## config.mk

```make
export PLATFORM = sky130hd
export DESIGN_NAME = float_conv_pipe
export DESIGN_NICKNAME = d
export VERILOG_FILES = /design/src/rtl/float_pkg.sv /design/src/rtl/float_prienc.sv /design/src/rtl/float_conv_pipe.sv
export SDC_FILE = /design/constraint.sdc
export NUM_CORES = 1
export LEC_CHECK = 0
export BUFFER_PORTS_ARGS = -buffer_cell sky130_fd_sc_hd__buf_4
export CAP_MARGIN = 20
export CORE_ASPECT_RATIO = 1.25
export CORE_MARGIN = 3
export CORE_UTILIZATION = 40
export CTS_BUF_LIST = sky130_fd_sc_hd__clkbuf_8 sky130_fd_sc_hd__clkbuf_16
export CTS_CLUSTER_SIZE = 24
export DETAILED_ROUTE_END_ITERATION = 8
export SLEW_MARGIN = 0
export SYNTH_ARGS = -nofsm -noshare
export SYNTH_HDL_FRONTEND = slang
export SYNTH_SLANG_ARGS = --single-unit
```

## constraint.sdc

```tcl
create_clock -name clk -period 2.8 [get_ports clk]
set_input_delay 0.42 -clock clk [delete_from_list [all_inputs] [get_ports clk]]
set_output_delay 0.42 -clock clk [all_outputs]
set_load 0.02 [all_outputs]
```

## src/rtl/float_pkg.sv

```systemverilog
// Shared definitions for the G.726 floating-format converter and its consumers.
// Result word layout: {sign, exp[EXP_W-1:0], mant[MANT_W-1:0]}.
package float_pkg;

  localparam int FP_MAG_W  = 15;
  localparam int FP_MANT_W = 6;
  localparam int FP_TAG_W  = 3;

  function automatic int float_exp_w(input int mag_w);
    return $clog2(mag_w + 1);
  endfunction

  function automatic int float_out_w(input int mag_w, input int mant_w);
    return 1 + float_exp_w(mag_w) + mant_w;
  endfunction

  function automatic int float_sign_pos(input int mag_w, input int mant_w);
    return float_exp_w(mag_w) + mant_w;
  endfunction

  function automatic int float_exp_lsb(input int mant_w);
    return mant_w;
  endfunction

  // Helpers take the packed word zero-extended to 32 bits so FMULT can reuse them.
  function automatic logic float_get_sign(input logic [31:0] word, input int mag_w,
                                          input int mant_w);
    return word[float_sign_pos(mag_w, mant_w)];
  endfunction

  function automatic logic [31:0] float_get_exp(input logic [31:0] word, input int mag_w,
                                                input int mant_w);
    return (word >> float_exp_lsb(mant_w)) & ((32'(1) << float_exp_w(mag_w)) - 32'(1));
  endfunction

  function automatic logic [31:0] float_get_mant(input logic [31:0] word, input int mant_w);
    return word & ((32'(1) << mant_w) - 32'(1));
  endfunction

endpackage

```

## src/rtl/float_prienc.sv

```systemverilog
// Highest-set-bit encoder: returns (index of top set bit) + 1, or 0 for an all-zero vector.
module float_prienc #(
  parameter int IN_W  = 15,
  parameter int OUT_W = 4
) (
  input  logic [IN_W-1:0]  i_vec,
  output logic [OUT_W-1:0] o_enc
);

  logic [IN_W-1:0] w_above;
  logic [IN_W-1:0] w_first;

  assign w_above[IN_W-1] = 1'b0;

  genvar gi;
  generate
    for (gi = 0; gi < IN_W - 1; gi++) begin : g_above
      assign w_above[gi] = |i_vec[IN_W-1:gi+1];
    end
    // One-hot marker of the most significant set bit.
    for (gi = 0; gi < IN_W; gi++) begin : g_first
      assign w_first[gi] = i_vec[gi] & ~w_above[gi];
    end
  endgenerate

  always_comb begin
    o_enc = '0;
    for (int i = 0; i < IN_W; i++) begin
      if (w_first[i]) begin
        o_enc = o_enc | OUT_W'(i + 1);
      end
    end
  end

endmodule

```

## src/rtl/float_conv_pipe.sv

```systemverilog
// Three-stage converter from sign-magnitude / two's-complement samples to the G.726
// floating format, with rigid valid/ready back-pressure and a per-sample channel tag.
module float_conv_pipe
  import float_pkg::*;
#(
  parameter  int MAG_W  = FP_MAG_W,
  parameter  int MANT_W = FP_MANT_W,
  parameter  int TAG_W  = FP_TAG_W,
  localparam int EXP_W  = float_exp_w(MAG_W),
  localparam int OUT_W  = float_out_w(MAG_W, MANT_W)
) (
  input  logic             clk,
  input  logic             reset,
  input  logic             in_valid,
  output logic             in_ready,
  input  logic [MAG_W:0]   in_data,
  input  logic             in_mode,
  input  logic [TAG_W-1:0] in_tag,
  output logic             out_valid,
  input  logic             out_ready,
  output logic [OUT_W-1:0] out_data,
  output logic [TAG_W-1:0] out_tag,
  output logic             out_zero
);

  logic             w_adv;
  logic             w_sign;
  logic [MAG_W-1:0] w_mag;
  logic [EXP_W-1:0] w_exp;
  logic [MANT_W-1:0] w_mant;

  logic              r_s1_valid;
  logic              r_s1_sign;
  logic [MAG_W-1:0]  r_s1_mag;
  logic [TAG_W-1:0]  r_s1_tag;

  logic              r_s2_valid;
  logic              r_s2_sign;
  logic [MAG_W-1:0]  r_s2_mag;
  logic [EXP_W-1:0]  r_s2_exp;
  logic [TAG_W-1:0]  r_s2_tag;

  logic              r_s3_valid;
  logic [OUT_W-1:0]  r_out_data;
  logic [TAG_W-1:0]  r_out_tag;
  logic              r_out_zero;

  assign w_adv    = !r_s3_valid | out_ready;
  assign in_ready = w_adv;

  // Stage 1: mode is consumed here; negation modulo 2^MAG_W maps the most
  // negative two's-complement input onto mag = 0 with sign still set.
  assign w_sign = in_data[MAG_W];
  assign w_mag  = (in_mode && w_sign) ? (~in_data[MAG_W-1:0] + MAG_W'(1))
                                      : in_data[MAG_W-1:0];

  float_prienc #(
    .IN_W  (MAG_W),
    .OUT_W (EXP_W)
  ) u_prienc (
    .i_vec (r_s1_mag),
    .o_enc (w_exp)
  );

  // mag < 2^exp, so the shifted value always fits in MANT_W bits with MSB set.
  assign w_mant = (r_s2_exp == '0) ? (MANT_W'(1) << (MANT_W - 1))
                                   : MANT_W'({r_s2_mag, {MANT_W{1'b0}}} >> r_s2_exp);

  always_ff @(posedge clk) begin
    if (reset) begin
      r_s1_valid <= 1'b0;
      r_s1_sign  <= 1'b0;
      r_s1_mag   <= '0;
      r_s1_tag   <= '0;
      r_s2_valid <= 1'b0;
      r_s2_sign  <= 1'b0;
      r_s2_mag   <= '0;
      r_s2_exp   <= '0;
      r_s2_tag   <= '0;
      r_s3_valid <= 1'b0;
      r_out_data <= '0;
      r_out_tag  <= '0;
      r_out_zero <= 1'b0;
    end else if (w_adv) begin
      r_s1_valid <= in_valid;
      r_s1_sign  <= w_sign;
      r_s1_mag   <= w_mag;
      r_s1_tag   <= in_tag;

      r_s2_valid <= r_s1_valid;
      r_s2_sign  <= r_s1_sign;
      r_s2_mag   <= r_s1_mag;
      r_s2_exp   <= w_exp;
      r_s2_tag   <= r_s1_tag;

      r_s3_valid <= r_s2_valid;
      // Bubbles leave the last result visible rather than loading junk.
      if (r_s2_valid) begin
        r_out_data <= {r_s2_sign, r_s2_exp, w_mant};
        r_out_tag  <= r_s2_tag;
        r_out_zero <= (r_s2_exp == '0);
      end
    end
  end

  assign out_valid = r_s3_valid;
  assign out_data  = r_out_data;
  assign out_tag   = r_out_tag;
  assign out_zero  = r_out_zero;

endmodule

```

==> impl_metrics.toml, run 1 <==
[floorplanning]
design.core.area_mm2 = 0.007147
ios = 41
rows = 34
start_util = 0.4247
die-height_um = 103.4
die_x_um = 83.92
fp.dieArea_mm2 = 0.008676

[yosys]
synth_async_sr_flop_share = 0
yosysSeqAreaShare = 0.3957
ys_ff_latch = 60
syn_inst = 373
dominantRegCellSynth = "dfxtp_1"
syn-cell-area_mm2 = 0.003035
synth_cell_types = 42
synth-edff-count = 0
synth_nets = 398
postSynthAreaPerCell_um2 = 8.138
yosysWarnings = 0

[route]
highest_layer = "met4"
wl_met2_um = 3020
vias = 2594
drt_first_iter_violations = 127
routed_wl_um = 6430
postRouteAntennaNets = 0
drc = 0
drt-pass1-iter-count = 4
routed_via_density = 5.251
wl_met1_um = 3039
detail_route.wl_per_cell_um = 13.02
met3WireLength_um = 259

[sta]
final_hold_viol_count = 0
drv_slew = 0
slew_headroom = 0.4918
fin_crit_sh = 0.7239
finClkSkew_ns = 0.008253
rsz0062_at_grt = "no"
finalSetupTns_ns = 0
timing.fmax_mhz = 493.4
min_period_ns = 2.027
tightest_slew_ns = 0.7612
whs_ns = 0.3229
setup_viol = 0

[worst_hold_path]
worstHoldStart = "in_valid"
whs_path_depth = 3
hold_path.class = "input pin to flip-flop"
min_to = "r_s1_valid"

[global_routing]
grt_pass1_vias = 2429
grt_usage = 0.1541
grt_pass1_wl_um = 10920
grt_max_degree = 61
gr-total-overflow = 0
antenna_found_initial = 0

[worst_setup_path]
r2r_setup_slack_ns = 0.82
crit_arrival_ns = 1.61
r2r_end = "out_data[3]"
r2r_cells = 4
crit_required_ns = 2.38
r2r_start = "r_s2_exp[0]"
critPathKind = "flip-flop to primary output"
cp_max_fo = 58
crit_path_end_kind = "primary output"
start_kind = "flip-flop"

[cts]
clock_latency_ns = 0.34
clock_sinks = 60
clockBufferDepth = 2
clkSlewWorstSetupHoldPaths_ns = 0.07
h-tree-depth = 3
cts_hold_buf = 0
cts-root-buf = "clkbuf_8"
cts_setup_buffers = 0
numCtsBuffers = 9
cts_tree = "done"
cts_resized = 0

[cells_and_area]
syn_to_final_growth_pct = 17.19
postLayoutCoreUtil = 0.4977
seq_area_mm2 = 0.001201
final_common_cell = "nand2_1"
antenna_cells = 0
multi_input_area_mm2 = 0.001668
nFillCells = 732
drive_gt1_frac = 0.1931
fin_nets = 424
final_cell_mix = "nand2_1 (85), dfxtp_1 (60), a21oi_1 (48), buf_4 (43), nor2_1 (37)"

[power]
power_density_mw_per_mm2 = 596.1
p_leak_nw = 1.375
worst_ir_drop_vdd_uv = 224.3

[placement]
place_congestion = 0.8349
hpwl_um = 4459
portBuffers = 40

[run]
maxCapViolations = 0

[outcome]
status = "complete, no violations"
[stage by stage]
| stage | instances | area [µm²] | setup slack [ns] | total power, W |
|---|---|---|---|---|
| after floorplan | 373 | 3035 | 1.091 | 0.001196 |
| after global placement | 478 | 3334 | 0.8598 | 0.001272 |
| after detailed placement | 478 | 3334 | 0.8260 | 0.001277 |
| after CTS | 494 | 3557 | 0.7262 | 0.002151 |
| after global routing | 494 | 3557 | 0.6348 | 0.002223 |
| final | 494 | 3557 | 0.7731 | 0.002121 |
[registers in the layout, summed over array words and instances, names as in the netlist]
signal,count
r_s1_mag,15
out_zero,1
r_s1_tag,3
r_s1_sign,1
r_s2_mag,15
r_s2_exp,4
out_valid,1
r_s2_valid,1
r_s2_tag,3
out_tag,3
out_data,11
r_s2_sign,1
r_s1_valid,1
[worst max-delay path by stage]
stage / startpoint / end / cells after the start
floorplan: in_data[5] / r_s1_mag[13] / 5
global placement: r_s2_exp[0] / out_data[3] / 4
detailed placement: r_s2_exp[0] / out_data[3] / 4
CTS: out_valid / in_ready / 4
global route: out_valid / in_ready / 4
finish: out_valid / in_ready / 4
[synthesized netlist by cell type, types with 2 or more instances]
library cell,count,share of area
nand2_1,85,0.11
dfxtp_1,60,0.40
a21oi_1,48,0.079
nor2_1,37,0.046
clkbuf_1,16,0.020
a211oi_1,10,0.025
o21ai_0,10,0.016
buf_2,9,0.015
nor3_1,8,0.013
xnor2_1,8,0.023
inv_1,7,0.0087
mux4_2,7,0.052
a311oi_1,6,0.017
mux2_2,5,0.019
nor4_1,5,0.010
or3_1,5,0.010
nand3_1,4,0.0066
nor2b_1,4,0.0082
o21ai_1,4,0.0066
buf_6,3,0.011
mux2i_1,3,0.0099
mux4_1,3,0.026
o31ai_1,3,0.0074
a22oi_1,2,0.0049
o211ai_1,2,0.0049
o21bai_1,2,0.0049
or4_1,2,0.0049
[logic make-up (layout without fill, tap and decap cells)]
group                    count (synthesis)  after routing  synth area share
buffers and inverters                   36             67           0.05565
adder cells (fa/ha/maj)                  1              1          0.004121
multiplexers                            18             18            0.1063
AND/OR/NAND/NOR                        159            159            0.2341
flip-flops                              60             60            0.3957
XOR/XNOR                                 8              8           0.02308
AO/OA/AOI/OAI                           91             91            0.1810
[layer usage]
| metal | global-route usage | vias up |
|---|---|---|
| li1 | - | 1368 |
| met1 | 0.1821 | 1171 |
| met2 | 0.2707 | 44 |
| met3 | 0.03803 | 11 |
| met4 | 0.06312 | 0 |
| met5 | 0 | - |
[area by class of cell]
cell class / count / share of cell area
clock buffers: 9 / 0.03482
clock inverters: 7 / 0.02779
inverters: 8 / 0.008442
multi-input cells: 277 / 0.4689
flip-flops and latches: 60 / 0.3377
well taps: 90 / 0.03166
repair buffers: 43 / 0.09075
[worst max-delay path, stage by stage (launching register included)]
cell	delay [ns]
dfxtp_1	0.32
nor2b_2	0.16
clkinv_1	0.07
buf_4	0.46
buf_4	0.24
[report_power, final]
part | leakage (nW) | internal, W | switching [W] | total, W
Clock | 0.110 | 0.000505 | 0.000360 | 0.000865
Sequential | 0.494 | 0.000904 | 0.0000768 | 0.000981
Combinational | 0.772 | 0.000142 | 0.000133 | 0.000275
Total | 1.38 | 0.00155 | 0.000570 | 0.00212
Power figures use the tool's default switching activity.
==> inputs of run 2 (changes only) <==
clock period = 1.7 ns   (was 2.8 ns; I/O delays follow)
==> run 2 against run 1 <==
Compared with the run above:
- die area unchanged
- critical path depth up 1
- total power up 62%
- sequential share of layout area decreased by 1.8 points
- register-to-register slack worse by 0.74 ns
- via count grew 2.7%
- count of clock-buffer cells in the layout rose by 1
- combinational power up 110%
- first-iteration DRC count down 17%
- clock skew is essentially flat
- wire length grew 7.2%
- clock power grew 49%
- critical path type is now flip-flop to flip-flop
- critical endpoint is now out_data[0]
==> impl_metrics.toml, run 2 (synthesis results as in run 1) <==
[outcome]
status = "complete, no violations"

[placement]
dpl_worst_slack_ns = -0.1249
dp.cells = 501
place_area_mm2 = 0.003532
portBuffers = 40
hpwl_um = 4842
place_congestion = 0.8426

[worst_setup_path]
crit_arrival_ns = 1.85
crit_path_top_delay_cell = "mux4_1"
slowest_delay_ns = 0.55
start_kind = "flip-flop"
r2r_cells = 5
cp_max_fo = 9
crit_path_end_kind = "flip-flop"
crit_chain = "mux4_1 -> mux2_2 -> nand2_1 -> o21ai_1 -> a22o_1"
crit_required_ns = 1.93
critPathKind = "flip-flop to flip-flop"

[cells_and_area]
final_common_cell = "nand2_1"
syn_to_final_growth_pct = 24.11
fin_nets = 448
antenna_cells = 0
final_cell_mix = "nand2_1 (85), buf_4 (64), dfxtp_1 (59), a21oi_1 (48), nor2_1 (37)"
design_area_mm2 = 0.003767
drive_gt1_frac = 0.2453
final_cells = 518
nFillCells = 718

[run]
maxCapViolations = 0

[route]
drc = 0
postRouteAntennaNets = 0
routed_wl_um = 6894
vias = 2665
detail_route.wl_per_cell_um = 13.31
drt-pass1-iter-count = 4
drt_first_iter_violations = 105
routed_via_density = 5.145

[floorplanning]
ios = 41
design.core.area_mm2 = 0.007147
rows = 34
start_util = 0.4247
fp.dieArea_mm2 = 0.008676
die-height_um = 103.4
die_x_um = 83.92

[sta]
final_hold_viol_count = 0
finClkSkew_ns = 0.008099
setup_viol = 0
min_period_ns = 1.623
slew_headroom = 0.6851
drv_slew = 0
timing.fmax_mhz = 616.2
rsz0062_at_grt = "no"
tightest_slew_ns = 0.4687
layout_setup_ws_ns = 0.07710
fin_crit_sh = 0.9546

[worst_hold_path]
whs_path_depth = 3
hold_path.class = "input pin to flip-flop"

[cts]
cts_tree = "done"
clkSlewWorstSetupHoldPaths_ns = 0.07
clock_sinks = 60
numCtsBuffers = 9
cts_setup_buffers = 0
clockBufferDepth = 2
h-tree-depth = 3
cts_hold_buf = 0
cts-root-buf = "clkbuf_8"
clock_latency_ns = 0.34

[global_routing]
grt_usage = 0.1652
grt_max_degree = 35
grt_pass1_wl_um = 11450
gr-total-overflow = 0
grt_pass1_vias = 2468
antenna_found_initial = 0

[power]
power_density_mw_per_mm2 = 913.1
worst_ir_drop_vdd_uv = 518.9
p_leak_nw = 1.507
run 2: power by group:
group / switching, W / leakage, nW / internal, W
logic: 0.000274 / 0.914 / 0.000295
registers: 0.0000904 / 0.494 / 0.00149
clock network: 0.000577 / 0.0983 / 0.000713
total: 0.000941 / 1.51 / 0.00250
run 2: cell type report:
| class | count | area [µm²] | share of cell area |
|---|---|---|---|
| clock inverter | 6 | 63.81 | 0.01694 |
| timing repair buffer | 67 | 553.0 | 0.1468 |
| sequential | 60 | 1205 | 0.3198 |
| inverter | 8 | 31.28 | 0.008303 |
| multi-input combinational | 277 | 1664 | 0.4417 |
| tap | 90 | 112.6 | 0.02989 |
| clock buffer | 10 | 137.6 | 0.03653 |
run 2: critical path, delay by kind of cell (launching register included):
kind,cells,cell delay [ns]
muxes,2,0.82
DFF,1,0.41
AOI/OAI and AO/OA,2,0.22
and+or+nand+nor,1,0.06
run 2: repair_timing:
item | CTS | global route
pin swaps | 0 | 0
resized for setup | 3 | 1
endpoints found under the setup margin | 5 | 1
cloned | 1 | 0
run 2: per-stage QoR:
| stage | utilization | setup TNS, ns | total power, W | hold slack, ns |
|---|---|---|---|---|
| after global placement | 0.4942 | -0.2102 | 0.002165 | 0.4395 |
| final | 0.5271 | 0 | 0.003440 | 0.1610 |
| after global routing | 0.5271 | 0 | 0.003614 | 0.1530 |
| after CTS | 0.5277 | 0 | 0.003481 | 0.1469 |
| after detailed placement | 0.4942 | -0.5216 | 0.002175 | 0.4455 |
| after floorplan | - | 0 | 0.001971 | 0.3955 |
run 2: final timing paths:
check	end	slack (ns)	start
worst max-delay path	out_data[0]	0.08	r_s2_exp[0]
worst min-delay path	r_s1_tag[1]	0.16	in_tag[1]
worst min register to register	r_s2_mag[14]	0.45	r_s2_mag[14]
worst max register to register	out_data[0]	0.08	r_s2_exp[0]
run 2: per-layer routing:
metal / GRT usage / part of all wire / vias to the layer above
li1: - / - / 1411
met4: 0.06683 / 0.017 / 0
met2: 0.2884 / 0.49 / 44
met5: 0 / 0 / -
met3: 0.04120 / 0.034 / 7
met1: 0.1966 / 0.45 / 1203
